## config.mk

```make
export PLATFORM = sky130hd
export DESIGN_NAME = counter_sched
export DESIGN_NICKNAME = d
export VERILOG_FILES = /design/src/rtl/counter_sched.sv
export SDC_FILE = /design/constraint.sdc
export NUM_CORES = 1
export LEC_CHECK = 0
export ABC_CLOCK_PERIOD_IN_PS = 3750
export BUFFER_PORTS_ARGS = -buffer_cell sky130_fd_sc_hd__clkbuf_2
export CAP_MARGIN = 0
export CORE_UTILIZATION = 30
export DETAILED_ROUTE_END_ITERATION = 16
export GPL_ROUTABILITY_DRIVEN = 0
export MAX_ROUTING_LAYER = met4
export PLACE_DENSITY = 0.62
export REMOVE_ABC_BUFFERS = 1
export SLEW_MARGIN = 20
export SYNTH_ARGS = -nofsm -noshare
export SYNTH_HDL_FRONTEND = slang
export SYNTH_SLANG_ARGS = --single-unit
```

## constraint.sdc

```tcl
create_clock -name clk -period 3.75 [get_ports clk]
set_input_delay 0.75 -clock clk [delete_from_list [all_inputs] [get_ports clk]]
set_output_delay 0.75 -clock clk [all_outputs]
set_load 0.03 [all_outputs]
```

## src/rtl/counter_sched.sv

```systemverilog
// Round-robin scheduler that time-shares one external loadable up-counter among
// NUM_REQ requesters, running each job to its target or aborting it on timeout.
module counter_sched #(
  parameter int NUM_REQ = 4,
  parameter int WIDTH   = 4,
  parameter int TIMEOUT = 32
) (
  input  logic                       clk,
  input  logic                       reset,
  input  logic [NUM_REQ-1:0]         req,
  input  logic [NUM_REQ*WIDTH-1:0]   target,
  input  logic [NUM_REQ*WIDTH-1:0]   step,
  output logic [NUM_REQ-1:0]         gnt,
  output logic [NUM_REQ-1:0]         done,
  output logic                       err,
  output logic [WIDTH-1:0]           result,
  output logic                       busy,
  output logic                       cnt_reset,
  output logic                       cnt_enable,
  output logic [WIDTH-1:0]           cnt_count_in,
  input  logic [WIDTH-1:0]           cnt_count_out
);

  localparam int IDX_W = (NUM_REQ > 1) ? $clog2(NUM_REQ) : 1;
  localparam int TMR_W = $clog2(TIMEOUT) + 1;

  typedef enum logic [1:0] {IDLE, CLEAR, RUN, DONE} state_t;

  state_t             state, state_nxt;
  logic [IDX_W-1:0]   idx, rr_ptr, pick_idx, cand_idx;
  logic               pick_vld;
  logic [WIDTH-1:0]   tgt_q, step_q;
  logic [TMR_W-1:0]   timer;
  logic               err_q;
  logic               hit, tmo;

  assign hit = (cnt_count_out >= tgt_q);
  assign tmo = (timer == TMR_W'(TIMEOUT - 1));

  // Scan from farthest to nearest offset so the first requester after rr_ptr wins.
  always_comb begin
    pick_vld = 1'b0;
    pick_idx = '0;
    cand_idx = '0;
    for (int k = NUM_REQ; k >= 1; k--) begin
      cand_idx = IDX_W'((int'(rr_ptr) + k) % NUM_REQ);
      if (req[cand_idx]) begin
        pick_vld = 1'b1;
        pick_idx = cand_idx;
      end
    end
  end

  always_ff @(posedge clk or negedge reset) begin
    if (!reset) state <= IDLE;
    else        state <= state_nxt;
  end

  always_comb begin
    state_nxt = state;
    case (state)
      IDLE:  if (pick_vld) state_nxt = CLEAR;
      CLEAR: state_nxt = RUN;
      RUN: begin
        if (hit || tmo)   state_nxt = DONE;
        else if (!req[idx]) state_nxt = IDLE;
      end
      DONE:  state_nxt = IDLE;
      default: state_nxt = IDLE;
    endcase
  end

  always_comb begin
    busy         = (state != IDLE);
    cnt_reset    = !reset || (state == CLEAR);
    cnt_enable   = (state == RUN) && (cnt_count_out < tgt_q);
    cnt_count_in = (state == RUN) ? step_q : '0;
    done         = (state == DONE) ? gnt : '0;
    err          = (state == DONE) && err_q;
  end

  always_ff @(posedge clk or negedge reset) begin
    if (!reset) begin
      gnt    <= '0;
      idx    <= '0;
      rr_ptr <= IDX_W'(NUM_REQ - 1);
      timer  <= '0;
      err_q  <= 1'b0;
      result <= '0;
    end else begin
      case (state)
        IDLE: begin
          if (pick_vld) begin
            gnt <= NUM_REQ'(1) << pick_idx;
            idx <= pick_idx;
          end
        end
        CLEAR: timer <= '0;
        RUN: begin
          timer <= timer + TMR_W'(1);
          if (hit) begin
            result <= cnt_count_out;
            err_q  <= 1'b0;
          end else if (tmo) begin
            result <= cnt_count_out;
            err_q  <= 1'b1;
          end else if (!req[idx]) begin
            gnt <= '0;
          end
        end
        DONE: begin
          gnt    <= '0;
          rr_ptr <= idx;
        end
        default: gnt <= '0;
      endcase
    end
  end

  // Job parameters are snapshotted at grant so input changes mid-job are ignored.
  always_ff @(posedge clk) begin
    if (state == IDLE && pick_vld) begin
      tgt_q  <= target[pick_idx*WIDTH +: WIDTH];
      step_q <= step[pick_idx*WIDTH +: WIDTH];
    end
  end

endmodule

```

Yosys cells after proc, flatten, opt, wreduce, memory -nomap -nowiden
Cells that the tools add are included.

storage, ports and cells
  register bits = 29
  output and inout bits = 20
  word-level logic and storage cells = 82

cells by class
  $add $sub $neg = 5
  $lt $le $gt $ge = 7
  equality and inequality tests = 9
  shifts and indexed selects = 3
  muxes and demuxes = 34
  reductions and logical operators = 15

operator list
  cell                                                                   count
  4-bit 2-to-1 mux                                                       8
  16-bit by 5-bit variable part select with 4-bit output                 2
  2-bit by 3-bit < comparator with 1-bit output, second input constant   5
  2-bit 2-to-1 mux                                                       7
  4-bit one-hot mux with 3 select lines                                  1
  6-bit one-hot mux with 2 select lines                                  1
  1-bit 2-to-1 mux                                                       11
  1-bit binary-select mux with 2-bit select                              5
  2-bit inequality test, second input constant                           4
  2-bit one-hot mux with 4 select lines                                  1
  6-bit by 1-bit adder with 6-bit output, second input constant          1
  6-bit by 5-bit equality test with 1-bit output, second input constant  1
  2-bit AND reduction                                                    3
  2-bit nonzero test                                                     3
  5-bit AND reduction                                                    1
  2-bit by 1-bit adder with 2-bit output, second input constant          2
  2-bit adder, second input constant                                     2
  2-bit equality test, second input constant                             2
  4-bit >= comparator                                                    1
  4-bit < comparator                                                     1
  1-bit by 2-bit << shifter with 4-bit output, first input constant      1
  1-bit logical AND                                                      3
  3-bit inequality test, second input constant                           1
  3-bit nonzero test                                                     1
  4 further kinds                                                        5

Longest topological paths before layout
Gate-level depths: netlist of the first run.

  depth after elaboration = 10
  depth in mapped cells = 7
  mapped depth without buffers = 7

Worst setup path before layout of the first run
OpenSTA, ideal clock, no wires.

  kind = input port to output port
  start point = input port cnt_count_out[1]
  end point = output port cnt_enable
  data arrival time = 1.861 ns
  data required time = 3.000 ns
  slack = 1.139 ns
  stages on the path = 5
  buffers on the path = 0
  cells stage by stage = ha_1 nor2b_1 o211a_1 nor2b_1 and2_1

on the way
  word-level cells in the longest chain between the ends = 2

ends and longest elaborated chain
  what                line  RTL
  start, declared     21    input logic [WIDTH-1:0] cnt_count_out
  4-bit < comparator  76    cnt_enable = (state == RUN) && (cnt_count_out < tgt_q);
  1-bit logical AND   76
  end, declared       19    output logic cnt_enable,

No other way between the ends.

Worst setup path in the final report of the first run
Ends and elaborated chain as after synthesis.

==> results of run 1 <==
report_power, final:
part	leakage (uW)	switching, uW	internal (uW)	total (uW)
combinational	0.000750	534	348	882
clock	0.0000395	114	132	246
sequential	0.000344	76.0	480	556
per-stage QoR:
step	cell area, um^2	setup WS, ns	cells
global placement	2200	0.953	296
floorplan	1780	0.862	160
finish	2280	0.945	304
global route	2280	0.867	304
CTS	2280	0.937	304
detailed placement	2200	0.937	296
cell usage after synthesis (2+ instances only):
cell      instances
o221ai_1          2
nand2_1          10
inv_1            14
o22ai_1           2
buf_2             3
dfstp_2           2
mux2_2            2
nor2b_1           3
nand4_1           2
mux2i_1          25
mux2_1            3
ha_1             10
a21oi_1           8
edfxtp_1          8
o21ai_0           7
nand3_1           3
clkbuf_1          3
and2_1           10
nand2b_1          3
nor2_1            2
nor3_2            2
nor3_1            2
dfrtp_1          19
routing by layer:
metal / vias to the layer above / part of all wire (%) / track usage, %
li1: 736 / - / -
met1: 676 / 45 / 15.6
met2: 40 / 48 / 22.7
met3: 5 / 5.8 / 4.11
met4: 0 / 1.4 / 5.45
met5: - / 0 / -
layout make-up:
type / count / share of cell area, %
repair buffers: 64 / 14.4
flip-flops and latches: 29 / 33.7
clock buffers: 8 / 3.51
inverters: 14 / 2.30
multi-input cells: 117 / 42.2
well taps: 72 / 3.95
critical path, stage by stage:
cell and delay, ns:
clkbuf_2 0.09, ha_1 0.30, nor2b_1 0.13, o211a_1 0.28, nor2b_1 0.17, and2_1 0.14, clkbuf_2 0.20
cell families (layout without fill, tap and decap cells):
logic type / count (synthesis) / in the layout
buf+inv: 20 / 86
simple gates: 45 / 45
compound gates: 30 / 30
mux: 31 / 31
flops: 29 / 29
xor+xnor: 1 / 1
fa+ha+maj: 10 / 10
sequential cells by signal, summed over array words and instances, names as in the netlist:
signal	count
err_q	1
gnt	4
idx	2
result	4
rr_ptr	2
state	2
step_q	4
tgt_q	4
timer	6
path summary, 6_finish.rpt:
check                                              to  slack, ns  cells past startpoint
worst min-delay path            result[3]$_DFFE_PN0P_       0.43                      2
worst max register to register     gnt[0]$_DFFE_PN0P_       1.78                      7
worst min register to register  result[0]$_DFFE_PN0P_       0.48                      2
max in group asynchronous       rr_ptr[1]$_DFFE_PN1N_       3.03                      2
min in group clk                result[0]$_DFFE_PN0P_       0.48                      2
worst max-delay path                       cnt_enable       0.94                      7
==> results.md, run 1 <==
* Status: finished clean
* Share of the synthesized area in the top cell type at between 20% and 30%
* TritonCTS clock tree: yes
* Clock transition at path regs at approximately 0.060 ns
* CP endpoint kind: primary output
* P&R area growth vs syn at 26.5%
* Final core occ at 40.4%
* H-tree depth at 2
* Worst-path maximum fanout at 4
* Worst flop-to-flop path startpoint: tgt_q[1]$_DFFE_PP_
* Hold Path Class: input pin to async pin
* Power Dens Cells at about 740 nW/um^2
* Post_cts resized at 0
* WL/cell at roughly 12 um
* Setup TNS at 0 ns
* Final Setup Violations at 0
* Num CTS Buffers at 5
* Vias per cell at about 4.8
* Worst Setup SP: cnt_count_out[1]
* Num rows at 27
* Leak Pwr at between 0.001 and 0.0015 uW
* Seq cells post-synth at 29
* Max Cap Viol at 0
* Post-CTS Setup Inserts at 0
* Worst-Margin Slew at around 0.65 ns
* Worst EP arrival at about 2.1 ns
* Count of final hold-check violations at 0
* Register area at between 700 and 800 um^2
* Multi-input gate area at about 960 um^2
* Slew Limit Fails at 0
* First-pass GRT wire length at between 6 and 7 mm
* Clk Latency, worst-skew pair at about 0.27 ns
* 1st-iter DRT viols at 38
* Die width at ~80 um
* Mapped Area at 1800 um^2
* Die Span Y at 79.5 um
* Crit path time final at approximately 2.8 ns
* Clock buffer depth at 2
* WHS at 0.435 ns
* Compound-Gate Fraction of Synth Area at 12.5%
* Sink Count at 29
* Initial core utilization at about a third
* Worst path required time at 3.00 ns
* Yosys warnings at 0
* Final Cycle Share at 74.8%
* Area share of xor/xnor cells in the synthesized design at 0.486%
* IO Pins at 62
* Number of global-route vias before repair at between 1000 and 1500
* Most frequent cells in the layout: 61 x clkbuf_2, 25 x mux2i_1, 19 x dfrtp_1
* Port bufs at a little over 60
* Post-synth EDFFs at 8
* Worst Skew at 0.00438 ns
* Relative slew slack at about 57%
* Core area at about 5600 um^2
* RSZ-0062 raised after global routing: false
* Sequential area share after synthesis at 42.6%
* Pin count of the biggest net entering global routing at 23
* Total track usage at between 10 and 15%
* Gate count after technology mapping at between 150 and 200
* Most common cell after layout, fill and taps aside: clkbuf_2
* CTS root buf: clkbuf_8
* Total power at 1680 uW
* Area contributors post-synth: dfrtp_1 26%, mux2i_1 14%, edfxtp_1 13%, ha_1 6.9%, and2_1 3.5%
* Async SR Flop Fraction at 72.4%
* Die Area at roughly 6300 um^2
* Share of synthesized area spent on multiplexers at 18.3%
* Worst vdd ir at approximately 0.00026 V
* Synth Area in Adders at 6.94%
* Diode count at 0
* WS Path Type: input pin to primary output
* Final HPWL DP at approximately 2.9 mm
* Residual DRC at 0
* Synth area leader: dfrtp_1
* Drt first pass iters at 2
* Yosys cell types at 44
* Fillers at 575
* Maximum clock rate at about 360 MHz
* Vias at approximately 1500
* Crit start category: input pin
* GR Overflow Total at 0
* Post-Synth Simple-Gate Area at 14.9%
* Initial antenna violation count at 0
* Post-synth top flop: dfrtp_1
* Share of cells above drive strength 1 at approximately 36%
* Hold_buf cts at 0
* Total Wirelength at roughly 3.8 mm
* Nets at 283
* Syn Area/Cell at approximately 11 um^2
* Largest family of logic cells by synthesized area: multiplexers
* Antenna-violating nets left at 0
(Power assumes the default switching activity.)
==> run 2, diff against run 1 <==
Settings changed: ABC_AREA set to 1, ABC_CLOCK_PERIOD_IN_PS 3750 to 2370, PLACE_DENSITY 0.62 to 0.63.
Clock period 3.75 ns to 2.37 ns, I/O delays scaled along.
==> results.md, run 2 <==
* 1st-iter DRT viols at 80 (was 38)
* Slew Limit Fails at 0 (unchanged)
* Worst path required time at 1.90 ns (was 3.00 ns)
* Total track usage at 15.1% (was 13.8%)
* Fillers at 766 (was 575)
* Crit path time final at around 2.2 ns
* Final Cycle Share at 91.7%
* H-tree depth at 2 (unchanged)
* Worst EP arrival at 1.70 ns (was 2.06 ns)
* RSZ-0062 raised after global routing: false (unchanged)
* Gate count after technology mapping at 290 (was 166)
* Sink Count at 29 (unchanged)
* Die width at 86.6 um (was 79.5 um)
* Initial core utilization at 31.4% (was 32.0%)
* Yosys cell types at 36 (was 44)
* Core area at 6830 um^2 (was 5640 um^2)
* Mapped Area at 2140 um^2 (was 1800 um^2)
* Clk Latency, worst-skew pair at 0.29 ns (was 0.27 ns)
* First-pass GRT wire length at 8.42 mm (was 6.47 mm)
* Area share of xor/xnor cells in the synthesized design at 0.408% (was 0.486%)
* Worst vdd ir at 0.000427 V (was 0.000261 V)
* Post-CTS Setup Inserts at 0 (unchanged)
* Largest family of logic cells by synthesized area: simple AND/OR/NAND/NOR gates (was multiplexers)
* Most flop-heavy register: timer (unchanged)
* Power Dens Cells at 1400 nW/um^2 (was 738 nW/um^2)
* Die Area at 7490 um^2 (was 6320 um^2)
* Vias per cell at 4.44 (was 4.79)
* Synth area leader: dfrtp_1 (unchanged)
* Most frequent cells in the layout: 105 x nand2_1, 61 x clkbuf_2, 34 x inv_1 (was 61 x clkbuf_2, 25 x mux2i_1, 19 x dfrtp_1)
* CTS root buf: clkbuf_8 (unchanged)
* Setup TNS at 0 ns (unchanged)
* Hold Path Class: input pin to async pin (unchanged)
* Worst-path maximum fanout at 12 (was 4)
* Max FFs per register at 6 (unchanged)
* Final Setup Violations at 0 (unchanged)
* Max Cap Viol at 0 (unchanged)
* Die Span Y at 86.6 um (was 79.5 um)
* Placed Cells at 442 (was 296)
* Post-synth top flop: dfrtp_1 (unchanged)
* Register area at 768 um^2 (unchanged)
* Residual DRC at 0 (unchanged)
* GR Overflow Total at 0 (unchanged)
* Crit start category: flop (was input pin)
* Post_cts resized at 0 (unchanged)
* CP endpoint kind: primary output (unchanged)
* Initial antenna violation count at 0 (unchanged)
* Nets at 405 (was 283)
* Clock buffer depth at 2 (unchanged)
* Yosys warnings at 0 (unchanged)
* Synth Area in Adders at 5.83% (was 6.94%)
* Compound-Gate Fraction of Synth Area at 7.00% (was 12.5%)
* Status: finished clean (unchanged)
* Top cells by count, synth: 105 x nand2_1, 34 x inv_1, 30 x nand3_1, 19 x dfrtp_1, 17 x nand2_2 (was 25 x mux2i_1, 19 x dfrtp_1, 14 x inv_1)
* Clock transition at path regs at 0.06 ns (about the same)
* Share of cells above drive strength 1 at 30.2% (was 36.2%)
* Drt first pass iters at 4 (was 2)
* P&R area growth vs syn at 21.1% (was 26.5%)
* Worst-Margin Slew at 0.520 ns (was 0.651 ns)
* Leak Pwr at 0.00151 uW (was 0.00113 uW)
* Syn Area/Cell at 7.40 um^2 (was 10.9 um^2)
* Post-Synth Simple-Gate Area at 40.5% (was 14.9%)
* Share of the synthesized area in the top cell type at 22.2% (was 26.4%)
* Worst flop-to-flop path startpoint: rr_ptr[0]$_DFFE_PN1N_ (was tgt_q[1]$_DFFE_PP_)
* Area contributors post-synth: dfrtp_1 22%, nand2_1 18%, edfxtp_1 11%, nand3_1 7.0%, inv_1 6.0% (was dfrtp_1 26%, mux2i_1 14%, edfxtp_1 13%, ha_1 6.9%, and2_1 3.5%)
* Diode count at 0 (unchanged)
* Worst Setup SP: state[0]$_DFFE_PN0P_ (was cnt_count_out[1])
* TritonCTS clock tree: yes (unchanged)
* Vias at 2000 (was 1457)
* Pin count of the biggest net entering global routing at 22 (was 23)
* Port bufs at 61 (unchanged)
* Maximum clock rate at 460 MHz
* Top-count cell post-synth: nand2_1 (was mux2i_1)
* Final non-filler cell total at 450 (was 304)
* Final HPWL DP at 3.87 mm (was 2.88 mm)
* Seq cells post-synth at 29 (unchanged)
* Relative slew slack at 65.1% (was 56.6%)
* Most common cell after layout, fill and taps aside: nand2_1 (was clkbuf_2)
* Num rows at 30 (was 27)
* Number of global-route vias before repair at 1863 (was 1440)
* WS Path Type: flop to primary output (was input pin to primary output)
* Async SR Flop Fraction at 72.4% (unchanged)
* Share of synthesized area spent on multiplexers at 0% (was 18.3%)
* Multi-input gate area at 1150 um^2 (was 962 um^2)
* WL/cell at 11.1 um (was 12.4 um)
* Num CTS Buffers at 5 (unchanged)
* Total Wirelength at 4.99 mm (was 3.76 mm)
* Sequential area share after synthesis at 35.8% (was 42.6%)
* Antenna-violating nets left at 0 (unchanged)
* Count of final hold-check violations at 0 (unchanged)
* IO Pins at 62 (unchanged)
* Hold_buf cts at 0 (unchanged)
* Post-synth EDFFs at 8 (unchanged)
* Worst Skew at 0.00546 ns (was 0.00438 ns)
## run 2: cell types whose count changed in the layout (fill, tap and decap cells not counted), moves of 4 or more
| cell | change |
|---|---|
| nand2_1 | +95 |
| mux2i_1 | -25 |
| nor2_1 | +4 |
| nand2_2 | +16 |
| inv_1 | +20 |
| and2_1 | -10 |
| nand2_4 | +7 |
| nand3_1 | +27 |
| o21ai_0 | +4 |
## run 2: worst paths after layout
kind	end	slack, ns	depth (start not counted)
hold / removal	timer[4]$_DFFE_PN0P_	0.16	2
setup reg to reg	tgt_q[3]$_DFFE_PP_	0.35	13
hold reg to reg	result[1]$_DFFE_PN0P_	0.48	2
min in group clk	result[2]$_DFFE_PN0P_	0.41	3
setup / recovery	cnt_enable	0.20	5
max in group asynchronous	rr_ptr[1]$_DFFE_PN1N_	1.93	2
## run 2: stage by stage
stage / instance area, um^2 / setup slack (ns) / hold WS, ns / power, uW / utilization [%]
after floorplan: 2080 / 0.449 / 0.178 / 2690 / -
after global placement: 2520 / 0.396 / 0.470 / 3190 / 36.8
after detailed placement: 2520 / 0.355 / 0.467 / 3240 / 36.8
after CTS: 2600 / 0.177 / 0.172 / 3650 / 38.0
after global routing: 2600 / 0.0488 / 0.183 / 4020 / 38.0
final: 2600 / 0.198 / 0.163 / 3630 / 38.0
## run 2: layout make-up
cell class | count | area share (%)
clock buffer | 7 | 2.94
clock inverter | 1 | 0.145
inverter | 39 | 6.02
multi-input combinational | 215 | 44.4
sequential | 29 | 29.6
tap | 96 | 4.62
timing repair buffer | 63 | 12.3
## run 2: cells by family after synthesis
| logic type | Yosys count |
|---|---|
| and+or+nand+nor | 178 |
| buffers and inverters | 46 |
| DFF | 29 |
| AOI/OAI and AO/OA | 26 |
| adders and majority gates | 10 |
| xor gates and xnor gates | 1 |
## run 2: worst max-delay path, stage by stage (launching register included)
cell and delay (ns):
dfrtp_1 0.42, inv_1 0.12, ha_1 0.44, inv_1 0.08, nor2_1 0.13, clkbuf_2 0.22
## run 2: routing by layer
layer  vias to the layer above  part of all wire, %  track usage (%)
li1                       1038                    -                -
met1                       883                   47             17.8
met2                        68                   45             24.8
met3                        11                  6.1             4.29
met4                         0                  2.2             5.00
met5                         -                    0                -
## run 2: report_power, final
part | total [uW] | internal, uW | switching, uW
Combinational | 2260 | 715 | 1550
Sequential | 967 | 809 | 158
Clock | 397 | 204 | 193
Total | 3630 | 1730 | 1900
